`config.mk`:
```
export PLATFORM = sky130hd
export DESIGN_NAME = grf_sb_flat
export DESIGN_NICKNAME = d
export VERILOG_FILES = /design/src/rtl/grf_sb_if.sv /design/src/rtl/grf_sb.sv /design/src/flat_wrapper.sv
export SDC_FILE = /design/constraint.sdc
export NUM_CORES = 2
export LEC_CHECK = 0
export BUFFER_PORTS_ARGS = -buffer_cell sky130_fd_sc_hd__buf_2
export CAP_MARGIN = 40
export CORE_ASPECT_RATIO = 0.75
export CORE_MARGIN = 2
export CORE_UTILIZATION = 25
export DETAILED_ROUTE_END_ITERATION = 8
export GPL_TIMING_DRIVEN = 1
export SLEW_MARGIN = 40
export SYNTH_ARGS = -nofsm -noshare
export SYNTH_HDL_FRONTEND = slang
export SYNTH_SLANG_ARGS = --single-unit
```
`constraint.sdc`:
```
create_clock -name clk -period 14.13 [get_ports clk]
set_clock_uncertainty 0.2 [all_clocks]
set_input_delay 2.826 -clock clk [delete_from_list [all_inputs] [get_ports clk]]
set_output_delay 2.826 -clock clk [all_outputs]
set_load 0.01 [all_outputs]
```
`src/rtl/grf_sb_if.sv`:
```
// Bundled port set of the D-stage register file: read ports, two write ports,
// scoreboard set port, status outputs and the trace debug outputs.
interface grf_sb_if #(
  parameter int DW = 32,
  parameter int AW = 5,
  parameter int NR = 2
);
  // Status and trace outputs are plain combinational outputs. The trace
  // fields are meaningful only in a cycle whose trN_v is 1.
  logic              req;
  logic [NR*AW-1:0]  ra;
  logic [NR*DW-1:0]  rd;
  logic [NR-1:0]     rd_busy;
  logic              we0;
  logic [AW-1:0]     wa0;
  logic [DW-1:0]     wd0;
  logic [31:0]       pc0;
  logic              we1;
  logic [AW-1:0]     wa1;
  logic [DW-1:0]     wd1;
  logic [31:0]       pc1;
  logic              set_en;
  logic [AW-1:0]     set_addr;
  logic              busy_any;
  logic [(1<<AW)-1:0] pending;
  logic              tr0_v;
  logic [31:0]       tr0_pc;
  logic [AW-1:0]     tr0_wa;
  logic [DW-1:0]     tr0_wd;
  logic              tr1_v;
  logic [31:0]       tr1_pc;
  logic [AW-1:0]     tr1_wa;
  logic [DW-1:0]     tr1_wd;

  modport master (
    output req, ra, we0, wa0, wd0, pc0, we1, wa1, wd1, pc1, set_en, set_addr,
    input  rd, rd_busy, busy_any, pending,
    input  tr0_v, tr0_pc, tr0_wa, tr0_wd, tr1_v, tr1_pc, tr1_wa, tr1_wd
  );

  modport slave (
    input  req, ra, we0, wa0, wd0, pc0, we1, wa1, wd1, pc1, set_en, set_addr,
    output rd, rd_busy, busy_any, pending,
    output tr0_v, tr0_pc, tr0_wa, tr0_wd, tr1_v, tr1_pc, tr1_wa, tr1_wd
  );
endinterface

```
`src/rtl/grf_sb.sv`:
```
// General register file with two write ports, optional write-through bypass
// and a pending-write scoreboard for late (multiply/divide) results.
module grf_sb #(
  parameter int DW     = 32,
  parameter int AW     = 5,
  parameter int NR     = 2,
  parameter int BYPASS = 1
) (
  input  logic   clk,
  input  logic   reset,
  grf_sb_if.slave bus
);
  localparam int   NREG = 1 << AW;
  localparam logic BYP  = (BYPASS != 0);

  logic [DW-1:0]   regs_q [NREG];
  logic [NREG-1:0] pend_q;
  logic [NREG-1:0] pend_d;

  logic ew0;
  logic ew1;
  logic es;

  assign ew0 = bus.we0    & ~bus.req & (bus.wa0      != '0);
  assign ew1 = bus.we1    & ~bus.req & (bus.wa1      != '0);
  assign es  = bus.set_en & ~bus.req & (bus.set_addr != '0);

  // Issue of a new late op to a register wins over a result landing on it.
  always_comb begin
    pend_d = pend_q;
    if (ew1) pend_d[bus.wa1]      = 1'b0;
    if (es)  pend_d[bus.set_addr] = 1'b1;
    pend_d[0] = 1'b0;
  end

  // Port 0 is assigned last so it wins a same-address collision.
  always_ff @(posedge clk) begin
    if (reset) begin
      for (int i = 0; i < NREG; i++) regs_q[i] <= '0;
      pend_q <= '0;
    end else begin
      if (ew1) regs_q[bus.wa1] <= bus.wd1;
      if (ew0) regs_q[bus.wa0] <= bus.wd0;
      pend_q <= pend_d;
    end
  end

  logic [NR*DW-1:0] rd_w;
  logic [NR-1:0]    busy_w;

  for (genvar k = 0; k < NR; k++) begin : g_rd
    logic [AW-1:0] a;
    logic          zero;
    logic          hit0;
    logic          hit1;
    assign a    = bus.ra[k*AW +: AW];
    assign zero = (a == '0);
    assign hit0 = BYP & ew0 & (bus.wa0 == a);
    assign hit1 = BYP & ew1 & (bus.wa1 == a);
    assign rd_w[k*DW +: DW] = zero ? '0 :
                              hit0 ? bus.wd0 :
                              hit1 ? bus.wd1 : regs_q[a];
    // A result landing this cycle releases the stall immediately.
    assign busy_w[k] = pend_q[a] & ~zero & ~hit1;
  end

  assign bus.rd       = rd_w;
  assign bus.rd_busy  = busy_w;
  assign bus.busy_any = |pend_q;
  assign bus.pending  = pend_q;

  // Trace fields: register-0 writes still trace, reset cycles do not.
  assign bus.tr0_v  = bus.we0 & ~bus.req & ~reset;
  assign bus.tr0_pc = bus.pc0;
  assign bus.tr0_wa = bus.wa0;
  assign bus.tr0_wd = bus.wd0;
  assign bus.tr1_v  = bus.we1 & ~bus.req & ~reset;
  assign bus.tr1_pc = bus.pc1;
  assign bus.tr1_wa = bus.wa1;
  assign bus.tr1_wd = bus.wd1;
endmodule

```
`src/flat_wrapper.sv`:
```
// flat-port wrapper written by rule: the top's interface ports become plain ports
module grf_sb_flat 
#(
  parameter int DW     = 32,
  parameter int AW     = 5,
  parameter int NR     = 2,
  parameter int BYPASS = 1
)
  (clk, reset, bus_req, bus_ra, bus_we0, bus_wa0, bus_wd0, bus_pc0, bus_we1, bus_wa1, bus_wd1, bus_pc1, bus_set_en, bus_set_addr, bus_rd, bus_rd_busy, bus_busy_any, bus_pending, bus_tr0_v, bus_tr0_pc, bus_tr0_wa, bus_tr0_wd, bus_tr1_v, bus_tr1_pc, bus_tr1_wa, bus_tr1_wd);
  grf_sb_if #(.DW(DW), .AW(AW), .NR(NR)) bus_i ();
  input  logic clk;
  input  logic reset;
  input wire logic [$bits(bus_i.req)-1:0] bus_req;
  input wire logic [$bits(bus_i.ra)-1:0] bus_ra;
  input wire logic [$bits(bus_i.we0)-1:0] bus_we0;
  input wire logic [$bits(bus_i.wa0)-1:0] bus_wa0;
  input wire logic [$bits(bus_i.wd0)-1:0] bus_wd0;
  input wire logic [$bits(bus_i.pc0)-1:0] bus_pc0;
  input wire logic [$bits(bus_i.we1)-1:0] bus_we1;
  input wire logic [$bits(bus_i.wa1)-1:0] bus_wa1;
  input wire logic [$bits(bus_i.wd1)-1:0] bus_wd1;
  input wire logic [$bits(bus_i.pc1)-1:0] bus_pc1;
  input wire logic [$bits(bus_i.set_en)-1:0] bus_set_en;
  input wire logic [$bits(bus_i.set_addr)-1:0] bus_set_addr;
  output wire logic [$bits(bus_i.rd)-1:0] bus_rd;
  output wire logic [$bits(bus_i.rd_busy)-1:0] bus_rd_busy;
  output wire logic [$bits(bus_i.busy_any)-1:0] bus_busy_any;
  output wire logic [$bits(bus_i.pending)-1:0] bus_pending;
  output wire logic [$bits(bus_i.tr0_v)-1:0] bus_tr0_v;
  output wire logic [$bits(bus_i.tr0_pc)-1:0] bus_tr0_pc;
  output wire logic [$bits(bus_i.tr0_wa)-1:0] bus_tr0_wa;
  output wire logic [$bits(bus_i.tr0_wd)-1:0] bus_tr0_wd;
  output wire logic [$bits(bus_i.tr1_v)-1:0] bus_tr1_v;
  output wire logic [$bits(bus_i.tr1_pc)-1:0] bus_tr1_pc;
  output wire logic [$bits(bus_i.tr1_wa)-1:0] bus_tr1_wa;
  output wire logic [$bits(bus_i.tr1_wd)-1:0] bus_tr1_wd;
  assign bus_i.req = bus_req;
  assign bus_i.ra = bus_ra;
  assign bus_i.we0 = bus_we0;
  assign bus_i.wa0 = bus_wa0;
  assign bus_i.wd0 = bus_wd0;
  assign bus_i.pc0 = bus_pc0;
  assign bus_i.we1 = bus_we1;
  assign bus_i.wa1 = bus_wa1;
  assign bus_i.wd1 = bus_wd1;
  assign bus_i.pc1 = bus_pc1;
  assign bus_i.set_en = bus_set_en;
  assign bus_i.set_addr = bus_set_addr;
  assign bus_rd = bus_i.rd;
  assign bus_rd_busy = bus_i.rd_busy;
  assign bus_busy_any = bus_i.busy_any;
  assign bus_pending = bus_i.pending;
  assign bus_tr0_v = bus_i.tr0_v;
  assign bus_tr0_pc = bus_i.tr0_pc;
  assign bus_tr0_wa = bus_i.tr0_wa;
  assign bus_tr0_wd = bus_i.tr0_wd;
  assign bus_tr1_v = bus_i.tr1_v;
  assign bus_tr1_pc = bus_i.tr1_pc;
  assign bus_tr1_wa = bus_i.tr1_wa;
  assign bus_tr1_wd = bus_i.tr1_wd;
  grf_sb #(.DW(DW), .AW(AW), .NR(NR), .BYPASS(BYPASS)) u_core (.clk(clk), .reset(reset), .bus(bus_i));
endmodule
```
Yosys cells after proc, flatten, opt, wreduce, memory -nomap -nowiden
Memories as Yosys holds them, arrays and structs flattened. Index checks and enable logic that the tools add are counted.

Magnitude comparators: 6. Equality and inequality tests: 4. Muxes and demuxes: 30. Bitwise gates (word level): 25. Reduce and logical (&&, ||, !) cells: 10.

Operators with widths (count): 32-bit two-way mux (10); 32-bit OR reduction (3); 32-bit bitwise AND (1); 32-bit NOT (1); 32-bit bitwise OR (1); 5-bit by 6-bit < comparator with 1-bit output, second input constant (4); 5-bit equality test (4); 1-bit bitwise AND (16); 5-bit nonzero test (3); 1-bit two-way mux (14); 1-bit binary-select mux with 5-bit select (2); 1-bit demux with 5-bit select (2); 5-bit by 1-bit greater-or-equal comparator with 1-bit output, second input constant (2); 5-bit zero test (2); 5-bit two-way mux (2); 1-bit NOT (6); 1-bit logical AND (2).

Register bits after elaboration: 32. Bits in writable memories: 1024. Output and inout port bits: 239. Word-level logic and storage cells: 78. Memories kept: 1.

Memory list: u_core.regs_q (depth 32, width 32, read ports 2, clocked after Yosys merged registers in 0, wr ports 32, RTL line grf_sb.sv:16) `logic [DW-1:0] regs_q [NREG];`.

Logic depth before layout (Yosys ltp)
Word-level depth: 9. Depth in mapped cells: 12. Gate-level depth less buffers: 6.

Worst setup path after synthesis
OpenSTA, ideal clock, no wires.

Kind: input-to-output. Start point: input port bus_ra[0]. End point: output port bus_rd[10]. Arrival time: 4.986 ns. Data required time: 11.104 ns. Setup slack: 6.118 ns. Stages on the path: 7. Cells stage by stage: buf_2 -> buf_2 -> buf_1 -> mux4_2 -> mux4_2 -> nand2_1 -> nand3_1.

Longest elaborated chain between the ends: 5. Elaborated cells between the ends (all ways): 9.

Ends and longest elaborated chain: from (decl) (RTL line flat_wrapper.sv:14) `input wire logic [$bits(bus_i.ra)-1:0] bus_ra;`; branches (longest 4 deep; another with memory read 32 x 32 bit); 32-bit two-way mux * (RTL line grf_sb.sv:60) `assign rd_w[k*DW +: DW] = zero ? '0 :`; to (decl) (RTL line flat_wrapper.sv:25) `output wire logic [$bits(bus_i.rd)-1:0] bus_rd;`.

Mark *: on every way between the ends.

Final worst setup path
Start point: input port bus_ra[6]. End point: output port bus_rd[52].

Same word-level chain as after synthesis.

==> run_results.csv <==
group,metric,value,unit
routing,final_antenna_net_count,0,
logic_synthesis,synth_top_area_share,49.32,%
grt,grt_max_degree,92,
timing,slew_headroom,30.13,%
logic_synthesis,ys_seq_area_share,50.31,%
logic_synthesis,yosys_warnings,0,
clocking,cts.repair.resized,0,
clocking,h-tree-depth,3,
place,portBuffers,268,
clocking,clkTransAtPathRegs,0.07,ns
logic_synthesis,synth_cells,4323,
timing,rsz0062_at_grt,"false",
grt,gr-usage-met1,28.94,%
place,post-place-ws,4.264,ns
die,die_w,580.7,um
run,cap_viol_max_count,0,
logic_synthesis,synth_area_leaders,"edfxtp_1 49%, mux4_2 21%, a22o_1 14%",
timing,min_period,9.974,ns
die,rows,158,
pwr,leakage,22.76,nW
pwr,ir_drop,117.6,uV
timing,worst_slack,4.156,ns
logic_synthesis,synth_edf_count,1024,
timing,worst_pin_slew,1.048,ns
grt,grt.met2_usage,29.31,%
clocking,clock-root-buffer,"clkbuf_16",
run_status,outcome,"complete, no violations",
routing,drc,0,
die,die_area,253500,sq um
routing,firstDrtPassIters,8,
timing,slew_violations,0,
clocking,cts.sinks,1055,
logic_synthesis,async_flop_share,0,%
final_layout,final_common_cell,"edfxtp_1",
grt,grt_overflow,0,
clocking,cts_hold_buf,0,
logic_synthesis,synth_cell_types,60,
pwr,power_density,108.9,nW/um^2
logic_synthesis,yosysTopAreaCell,"edfxtp_1",
routing,first_iter_violations,10243,
grt,grtUsageTotal,22.27,%
timing,clock.fmax,100.3,MHz
timing,final-hold-violation-count,0,
final_layout,finish.utilization,28.24,%
final_layout,fill_cells,24756,
place,globalplace.congestion,0.9230,
logic_synthesis,avgSynthCellArea,14.42,sq um
grt,met3_usage,12.83,%
worst_setup_path,required,11.10,ns
die,start_util,25.19,%
die,core_area,247500,sq um
final_layout,multi_input_area,28210,sq um
timing,setup_viol,0,
final_layout,area.growth.synth_to_final,12.08,%
worst_hold_path,hold_path.class,"register to register",
clocking,clk_latency,0.71,ns
grt,antenna_found_initial,17,
worst_setup_path,endpoint_kind,"output pin",
routing,routed_wl,294.3,mm
final_layout,layout.nets,4267,
timing,post-route-period-util,70.59,%
grt,top_usage_layer,"met2",
worst_setup_path,start_kind,"input port",
clocking,cts_buffers,98,
die,io_pins,398,
logic_synthesis,syn-cell-area,62350,sq um
timing,finalSetupTns,0,ns
place,placed_area,66610,sq um
routing,via_per_inst,6.568,
place,dp_hpwl,169.3,mm
timing,hold_ws,0.3638,ns
final_layout,drive_above_1_share,31.78,%
die,chipHeight,436.5,um
worst_setup_path,crit_arrival,6.95,ns
final_layout,most-common-layout-cells,"1024 x edfxtp_1, 1005 x a22o_1, 568 x mux4_2",
clocking,clock_path_buffers,3,
worst_setup_path,path_max_fanout,51,
worst_setup_path,critPathKind,"input port to output pin",
final_layout,regArea,31370,sq um
grt,grt_pass1_wl,393.7,mm
clocking,postCtsSetupBuffers,0,
routing,drt-wirelength-per-cell,39.38,um
grt,grt_pass1_vias,45242,
routing,via_count,49092,
logic_synthesis,yosys_register_bits,1055,
clocking,cts_tree,"built",
final_layout,finalInstanceArea,69890,sq um
logic_synthesis,synth_top_flop_cell,"edfxtp_1",
flip-flops by register name, summed over array words and instances, names as in the netlist:
signal,cells
u_core.regs_q,1024
u_core.bus.pending,31
kinds of logic (layout without fill, tap and decap cells):
logic type / Yosys count / count (layout) / synth area share, %
other cells: 1 / 39 / 0.006014
xor+xnor: 20 / 20 / 0.2809
mux: 677 / 677 / 22.35
compound gates: 1322 / 1322 / 17.46
buf+inv: 819 / 652 / 6.185
simple gates: 429 / 429 / 3.411
flops: 1055 / 1055 / 50.31
worst max-delay path, cell delays in order:
cell and delay (ns):
buf_8 0.46, buf_4 0.58, buf_4 0.63, nand2b_1 0.75, a211oi_1 0.11, nor4_1 0.25, or3_1 0.34, a22oi_1 0.13
a21oi_1 0.51, buf_2 0.24
final cells by class:
| class | count | area share [%] |
|---|---|---|
| repair buffers | 463 | 4.479 |
| flip-flops and latches | 1055 | 44.89 |
| clock inverters | 55 | 0.6714 |
| diodes | 6 | 0.02148 |
| multi-input cells | 2481 | 40.36 |
| well taps | 3280 | 5.872 |
| inverters | 9 | 0.05013 |
| clock buffers | 125 | 3.654 |
per-layer routing:
metal / vias to the layer above / wire, um
met5: - / 243
met4: 24 / 15720
met3: 916 / 57680
met2: 5348 / 114900
met1: 25302 / 105800
li1: 17502 / -
final timing paths:
path,start,end,slack [ns],cells past startpoint
setup / recovery,bus_ra[6],bus_rd[52],4.16,10
hold / removal,u_core.bus.pending[22],u_core.bus.pending[22],0.36,2
setup reg to reg,u_core.bus.pending[26],u_core.bus.pending[26],13.01,2
hold reg to reg,u_core.bus.pending[22],u_core.bus.pending[22],0.36,2
where the power goes:
part	internal (mW)	total, mW	switching, mW
Combinational	0.441	1.22	0.775
Clock	1.37	2.70	1.33
Sequential	3.60	3.69	0.0913
Total	5.41	7.61	2.20
metrics by stage:
step                      power (mW)  std cells
final                          7.610       7474
after global routing           7.742       7470
after CTS                      7.534       7459
after detailed placement       4.916       7279
after global placement         4.895       7270
after floorplan                4.450       4355
cells in the mapped netlist (all sizes together) (5+ instances only):
library cell  number
edfxtp          1024
a22o            1005
mux4             568
clkbuf           469
buf              341
nand2            112
nor2              92
a21oi             87
mux2i             67
nand3             65
a22oi             63
o21ai             54
nor3              46
mux2              42
o22ai             33
dfxtp             31
nor2b             29
o221ai            21
nor4              15
or3               15
nand2b            14
xor2              14
a211oi            12
o32a              11
inv                9
a222oi             7
nand3b             7
nand4              7
a221oi             6
o2111ai            6
xnor2              6
nor3b              5
Note: power is estimated with default switching activity, not from simulation.
